==> src/rtl/bcd_to_binary.sv <==
// Serial BCD-to-binary converter: one digit per clock, MSD first, acc = acc*10 + digit.
// Optional invalid-digit detection on err is enabled by defining BCD_CHECK_EN.
module bcd_to_binary #(
  parameter int unsigned DIGITS = 4,
  parameter int unsigned BIN_W  = 14
) (
  input  logic                  clk,
  input  logic                  rst,
  input  logic                  start,
  input  logic [4*DIGITS-1:0]   bcd_in,
  output logic                  ready,
  output logic                  busy,
  output logic                  done,
  output logic [BIN_W-1:0]      bin_out,
  output logic                  err
);

  localparam int unsigned      CNT_W = (DIGITS > 1) ? $clog2(DIGITS) : 1;
  localparam logic [CNT_W-1:0] LAST  = CNT_W'(DIGITS - 1);

  typedef enum logic {IDLE, CONV} state_t;

  state_t              state, stateNext;
  logic [4*DIGITS-1:0] shiftReg, shiftNext;
  logic [BIN_W-1:0]    acc, accNext, binReg, binNext, accStep;
  logic [CNT_W-1:0]    cnt, cntNext;
  logic                doneReg, doneNext;
  logic [3:0]          digit;
  logic                lastDigit;

  assign digit     = shiftReg[4*DIGITS-1 -: 4];
  // x10 as shift-add, wrapping modulo 2^BIN_W when BIN_W is undersized
  assign accStep   = (acc << 3) + (acc << 1) + BIN_W'(digit);
  assign lastDigit = (cnt == LAST);

  always_ff @(posedge clk) begin
    if (rst) begin
      state    <= IDLE;
      shiftReg <= '0;
      acc      <= '0;
      cnt      <= '0;
      binReg   <= '0;
      doneReg  <= 1'b0;
    end else begin
      state    <= stateNext;
      shiftReg <= shiftNext;
      acc      <= accNext;
      cnt      <= cntNext;
      binReg   <= binNext;
      doneReg  <= doneNext;
    end
  end

  always_comb begin
    stateNext = state;
    shiftNext = shiftReg;
    accNext   = acc;
    cntNext   = cnt;
    binNext   = binReg;
    doneNext  = 1'b0;
    case (state)
      IDLE: begin
        if (start) begin
          shiftNext = bcd_in;
          accNext   = '0;
          cntNext   = '0;
          stateNext = CONV;
        end
      end
      CONV: begin
        accNext   = accStep;
        shiftNext = shiftReg << 4;
        cntNext   = cnt + 1'b1;
        if (lastDigit) begin
          binNext   = accStep;
          doneNext  = 1'b1;
          stateNext = IDLE;
        end
      end
      default: stateNext = IDLE;
    endcase
  end

  assign ready   = (state == IDLE);
  assign busy    = (state == CONV);
  assign done    = doneReg;
  assign bin_out = binReg;

`ifdef BCD_CHECK_EN
  logic errFlag, errFlagNext, errReg, errNext, digitBad;

  assign digitBad = (digit > 4'd9);

  // Sticky flag includes the digit consumed on the completion edge itself
  always_comb begin
    errFlagNext = errFlag;
    errNext     = errReg;
    if (state == IDLE) begin
      if (start) errFlagNext = 1'b0;
    end else begin
      errFlagNext = errFlag | digitBad;
      if (lastDigit) errNext = errFlag | digitBad;
    end
  end

  always_ff @(posedge clk) begin
    if (rst) begin
      errFlag <= 1'b0;
      errReg  <= 1'b0;
    end else begin
      errFlag <= errFlagNext;
      errReg  <= errNext;
    end
  end

  assign err = errReg;
`else
  assign err = 1'b0;
`endif

endmodule

==> config.mk <==
export PLATFORM = sky130hd
export DESIGN_NAME = bcd_to_binary
export DESIGN_NICKNAME = d
export VERILOG_FILES = /design/src/rtl/bcd_to_binary.sv
export SDC_FILE = /design/constraint.sdc
export NUM_CORES = 1
export LEC_CHECK = 0
export CORE_ASPECT_RATIO = 0.9
export CORE_MARGIN = 1.5
export CORE_UTILIZATION = 54
export CTS_CLUSTER_DIAMETER = 80
export DETAILED_ROUTE_END_ITERATION = 7
export PLACE_DENSITY = 0.87
export SLEW_MARGIN = 15
export SYNTH_ARGS = -nofsm -noshare
export SYNTH_HDL_FRONTEND = slang
export SYNTH_SLANG_ARGS = --single-unit
==> constraint.sdc <==
create_clock -name clk -period 2.9 [get_ports clk]
set_input_delay 0.87 -clock clk [delete_from_list [all_inputs] [get_ports clk]]
set_output_delay 0.87 -clock clk [all_outputs]
set_load 0.01 [all_outputs]
==> Word level (Yosys, flattened, before mapping) <==
Cells that the tools add are included.
Widths: inputs -> output; s select.
{ "classes": {"add_sub_neg": 3, "multipliers": 0, "div": 0, "n_lt_le_gt_ge": 0, "eq_ne": 2, "n_shift": 0, "muxes": 10, "bitwise_logic": 1, "n_reduce_logical": 2} }
{ "op_table": {"columns": ["operator", "count"], "rows": [
  ["$pmux 16 s2", 1],
  ["$pmux 13 s2", 1],
  ["$mux 16", 1],
  ["$add 14x14->14", 1],
  ["$add 14x4->14", 1],
  ["$mux 13", 1],
  ["$pmux 2 s2", 1],
  ["$mux 1", 3],
  ["$add 2x1->2 const B", 1],
  ["$eq 2x2->1 const B", 1],
  ["$mux 2", 1],
  ["$ne 2x2->1 const B", 1],
  ["$pmux 1 s2", 1],
  ["$reduce_and 2->1", 1],
  ["$reduce_or 2->1", 1],
  ["$not 1->1", 1]
]} }
{ "totals": {"reg_bits": 47, "latchBits": 0, "ramBits": 0, "mem_bits_ro": 0, "inputBits": 19, "output_inout_bits": 18, "wordCells": 24, "memories": 0} }

==> Logic depth before layout (Yosys ltp) <==
{ "depth": {"ltp_word": 3, "depth_mapped": 9, "ltp_nobuf": 9} }

==> Worst setup path after synthesis <==
Ideal clock, no wire load.
{ "synth_timing": {"kind": "register -> register", "startpoint": "reg shiftReg[15]", "endpoint": "reg binReg[12] (netlist: bin_out[12])", "setup_ns": 0.123, "arrival_time_ns": 2.211, "required_ns": 2.777, "path_slack_ns": 0.566, "stages_incl_launch_ff": 9, "n_path_buf": 0, "synth_period_minus_slack_ns": 2.334, "cell_sequence": "dfxtp_1 inv_1 fa_1 fa_1 nor2b_1 o2111ai_1 a211oi_1 or4_1 nand3_1"} }
{ "synth_via": {"elab_chain_len": 1} }
{ "synth_rtl": {"columns": ["item", "line_no", "source"], "rows": [
  ["start: declaration", "24", "logic [4*DIGITS-1:0] shiftReg, shiftNext;"],
  ["start signal: assignment", "46", "shiftReg <= shiftNext;"],
  ["$add 14x4->14", "33", "assign accStep = (acc << 3) + (acc << 1) + BIN_W'(digit);"],
  ["end signal: assignment", "49", "binReg <= binNext;"],
  ["end: declaration", "25", "logic [BIN_W-1:0] acc, accNext, binReg, binNext, accStep;"]
]} }
Every way passes these cells.
A chain may end at the register's enable or synchronous reset.

==> Worst setup path after layout <==
{ "layout_timing": {"startpoint": "reg acc[0]", "endpoint": "reg acc[11]"} }
{ "layout_via": {"elab_chain_len": 3} }
{ "layout_rtl": {"columns": ["item", "line_no", "source"], "rows": [
  ["start: declaration", "25", null],
  ["start signal: assignment", "47", "acc <= accNext;"],
  ["$add 14x14->14", "33", null],
  ["$add 14x4->14", "33", null],
  ["$pmux 13 s2", "61", "case (state)"]
]} }
Every way passes these cells.

==> results.json <==
{
  "outcome": "complete, no violations",
  "quantity_of_gates_resized_following_cts": 0,
  "grt_usage": 0.235,
  "antenna_violating_nets_post_route": 0,
  "wire_length_of_the_first_global_routing_pass_microns": 10000,
  "ys_warn_count": 0,
  "die-area_sq_mm": 0.00528,
  "synth_fp_nets": 364,
  "critical_path.max_fanout": 4,
  "cts_tree": "built",
  "drv.max_cap_violation_count": 0,
  "die-height_microns": 69.1,
  "clockRootBuffer": "sky130_fd_sc_hd__clkbuf_8",
  "relSlewSlack": 0.595,
  "final_design_area_no_fill_sq_mm": 0.00307,
  "num-nets-final": 389,
  "finalWeightedCongestion": 0.966,
  "yosys.area.top_type_share": 0.359,
  "cellLeakagePower_nw": 1.29,
  "cts-buffers-inserted": 5,
  "post_drt_wl_per_cell_microns": 14.7,
  "clock_insertion_delay_worst_skew_ps": 300,
  "finalHoldViolCount": 0,
  "placed_cell_area_sq_mm": 0.00299,
  "grt_start_max_net_pins": 56,
  "holdBufCountCts": 0,
  "routed-via-count": 2369,
  "synth.area.top_cells": "sky130_fd_sc_hd__dfxtp_1 36%, sky130_fd_sc_hd__ha_1 11%, sky130_fd_sc_hd__a21oi_1 7.6%, sky130_fd_sc_hd__mux2i_1 7.3%, sky130_fd_sc_hd__nor2_1 6.0%",
  "yosys.area.top_type": "sky130_fd_sc_hd__dfxtp_1",
  "io_buffer_count": 35,
  "cpMostUsedCell": "sky130_fd_sc_hd__inv_1",
  "worstSetupStartpointType": "flip-flop",
  "initial_core_util": 0.576,
  "cts_max_path_buffers": 2,
  "syn_to_final_growth_pct": 16.9,
  "detailedRoute.firstIterationViolations": 201,
  "drc": 0,
  "io_pins": 37,
  "timing.final.max_slew_violations": 0,
  "cell_total_after_placement": 400,
  "worst_hold_path_type": "reg -> reg",
  "n_antenna_cell": 0,
  "number_of_sinks_on_the_clock_net": 47,
  "post_layout_total_power_mw": 1.19,
  "worst_clock_skew_ps": 1.82,
  "crit_arrival_ps": 2830,
  "path_delay_family": "adder cells",
  "postSynth.topFlopCell": "sky130_fd_sc_hd__dfxtp_1",
  "gr-total-overflow": 0,
  "power.density_cell_area_mw_per_mm2": 390,
  "tightest_slew_ps": 608,
  "core_region_area_sq_mm": 0.00455,
  "cts_setup_buffers": 0,
  "crit_type": "reg -> reg",
  "hpwlAfterDp_microns": 4290,
  "critPathMaxStageDelay_ps": 560,
  "synth_enable_flop_cells": 0,
  "tns_ps": 0,
  "post_layout_nonfiller_instances": 406,
  "rows": 23,
  "ys_types": 42,
  "grt_antenna_before_repair": 0,
  "die_w_microns": 76.4,
  "via_per_inst": 5.83,
  "crit_slowest_cell": "sky130_fd_sc_hd__fa_1",
  "post-route-min-period_ps": 2620,
  "drive_gt1_frac": 0.0378,
  "layout_worst_path_cycle_share": 0.905,
  "post_synth_inst_count": 320,
  "rsz0062_at_grt": "false",
  "critical_path_buf_inv_count": 2,
  "route.final.wire_length_microns": 5960,
  "finalSetupViolations": 0,
  "synth_async_sr_flop_share": 0,
  "yosys-top-cells-count": "47 x sky130_fd_sc_hd__dfxtp_1, 42 x sky130_fd_sc_hd__nor2_1, 40 x sky130_fd_sc_hd__a21oi_1",
  "drt-pass1-iter-count": 4,
  "vdd_ir_drop_max_uv": 277,
  "most_instantiated_library_cell_after_synthesis": "sky130_fd_sc_hd__dfxtp_1",
  "maximum_level_of_the_cts_h_tree": 2,
  "synth_area_sq_mm": 0.00262,
  "synth.avg_cell_area_sq_um": 8.19,
  "fmax_ghz": 0.381,
  "yosysSeqAreaShare": 0.359,
  "cp_endpoint_kind": "flip-flop",
  "crit_chain": "inv_1 > fa_1 > inv_1 > ha_1 > a21o_1 > nand4_1 > a211oi_1 > mux2i_1 > nand2_1",
  "first_global_vias": 2238,
  "critical_path_required_ps": 3100,
  "clk_pin_slew_worst_paths_ps": 80,
  "synth_seq_cells": 47
}
-- logic make-up after synthesis --
| kind of cell | after synthesis | synth area share |
|---|---|---|
| adders and majority gates | 25 | 0.125 |
| AOI/OAI and AO/OA | 72 | 0.165 |
| and+or+nand+nor | 121 | 0.217 |
| DFF | 47 | 0.359 |
| buffers and inverters | 31 | 0.0468 |
| xor gates and xnor gates | 4 | 0.0134 |
| other | 1 | 0.00143 |
| muxes | 19 | 0.0726 |
-- cell type report --
class,instances,area [sq um]
multi-input combinational,242,1560
fill,384,1480
sequential,47,941
timing repair buffer,39,375
tap,62,77.6
clock buffer,5,68.8
inverter,10,37.5
clock inverter,1,7.51
-- power by group --
group / total, mW / switching [mW] / internal (mW)
combinational: 0.146 / 0.0814 / 0.0644
clock: 0.375 / 0.215 / 0.160
sequential: 0.673 / 0.0106 / 0.663
-- flip-flops by register name (all words and copies together), names as in the netlist --
signal / cells
shiftReg: 16
cnt: 2
busy: 1
acc: 13
bin_out: 14
done: 1
-- worst paths after layout --
check	from	endpoint	slack [ps]	depth (start not counted)
min reg2reg	bin_out[7]	bin_out[7]	460	2
min	bin_out[7]	bin_out[7]	460	2
max reg2reg	acc[0]	acc[11]	280	9
max	acc[0]	acc[11]	280	9
-- layout by cell type (no fill, tap or decap), types with 2 or more instances in the layout --
cell	n
sky130_fd_sc_hd__buf_4	4
sky130_fd_sc_hd__o21ai_0	8
sky130_fd_sc_hd__o21a_1	3
sky130_fd_sc_hd__a21o_1	4
sky130_fd_sc_hd__a21oi_1	40
sky130_fd_sc_hd__mux2i_1	19
sky130_fd_sc_hd__nor3_1	17
sky130_fd_sc_hd__nand4b_1	2
sky130_fd_sc_hd__a211oi_1	3
sky130_fd_sc_hd__nand3b_1	3
sky130_fd_sc_hd__xnor2_1	3
sky130_fd_sc_hd__or3_1	2
sky130_fd_sc_hd__clkdlybuf4s50_1	34
sky130_fd_sc_hd__inv_1	10
sky130_fd_sc_hd__nor2_1	42
sky130_fd_sc_hd__nor3b_1	6
sky130_fd_sc_hd__dfxtp_1	47
sky130_fd_sc_hd__fa_1	2
sky130_fd_sc_hd__ha_1	23
sky130_fd_sc_hd__a31oi_1	4
sky130_fd_sc_hd__or4_1	3
sky130_fd_sc_hd__nand3_1	11
sky130_fd_sc_hd__nor4b_1	2
sky130_fd_sc_hd__nand2_1	29
sky130_fd_sc_hd__clkbuf_8	5
-- stage by stage --
step | setup slack, ps | util | hold WS (ps)
3_5_place_dp | 305 | 0.657 | 450
2_1_floorplan | 566 | - | 445
5_1_grt | 143 | 0.674 | 485
4_1_cts | 288 | 0.674 | 460
6_report | 276 | 0.674 | 460
3_3_place_gp | 458 | 0.657 | 446
-- worst reg2reg max path: stages (launching register included) --
cell                       delay, ps
sky130_fd_sc_hd__dfxtp_1         340
sky130_fd_sc_hd__inv_1            70
sky130_fd_sc_hd__fa_1            560
sky130_fd_sc_hd__inv_1            60
sky130_fd_sc_hd__ha_1            270
sky130_fd_sc_hd__a21o_1          120
sky130_fd_sc_hd__nand4_1         230
sky130_fd_sc_hd__a211oi_1        560
sky130_fd_sc_hd__mux2i_1         260
sky130_fd_sc_hd__nand2_1          60
-- metal layers --
layer,track usage,part of all wire
met1,0.280,0.44
met2,0.414,0.49
met3,0.0450,0.047
met4,0.0926,0.019
met5,0,0
No activity file was read; power rests on OpenSTA's default activity.
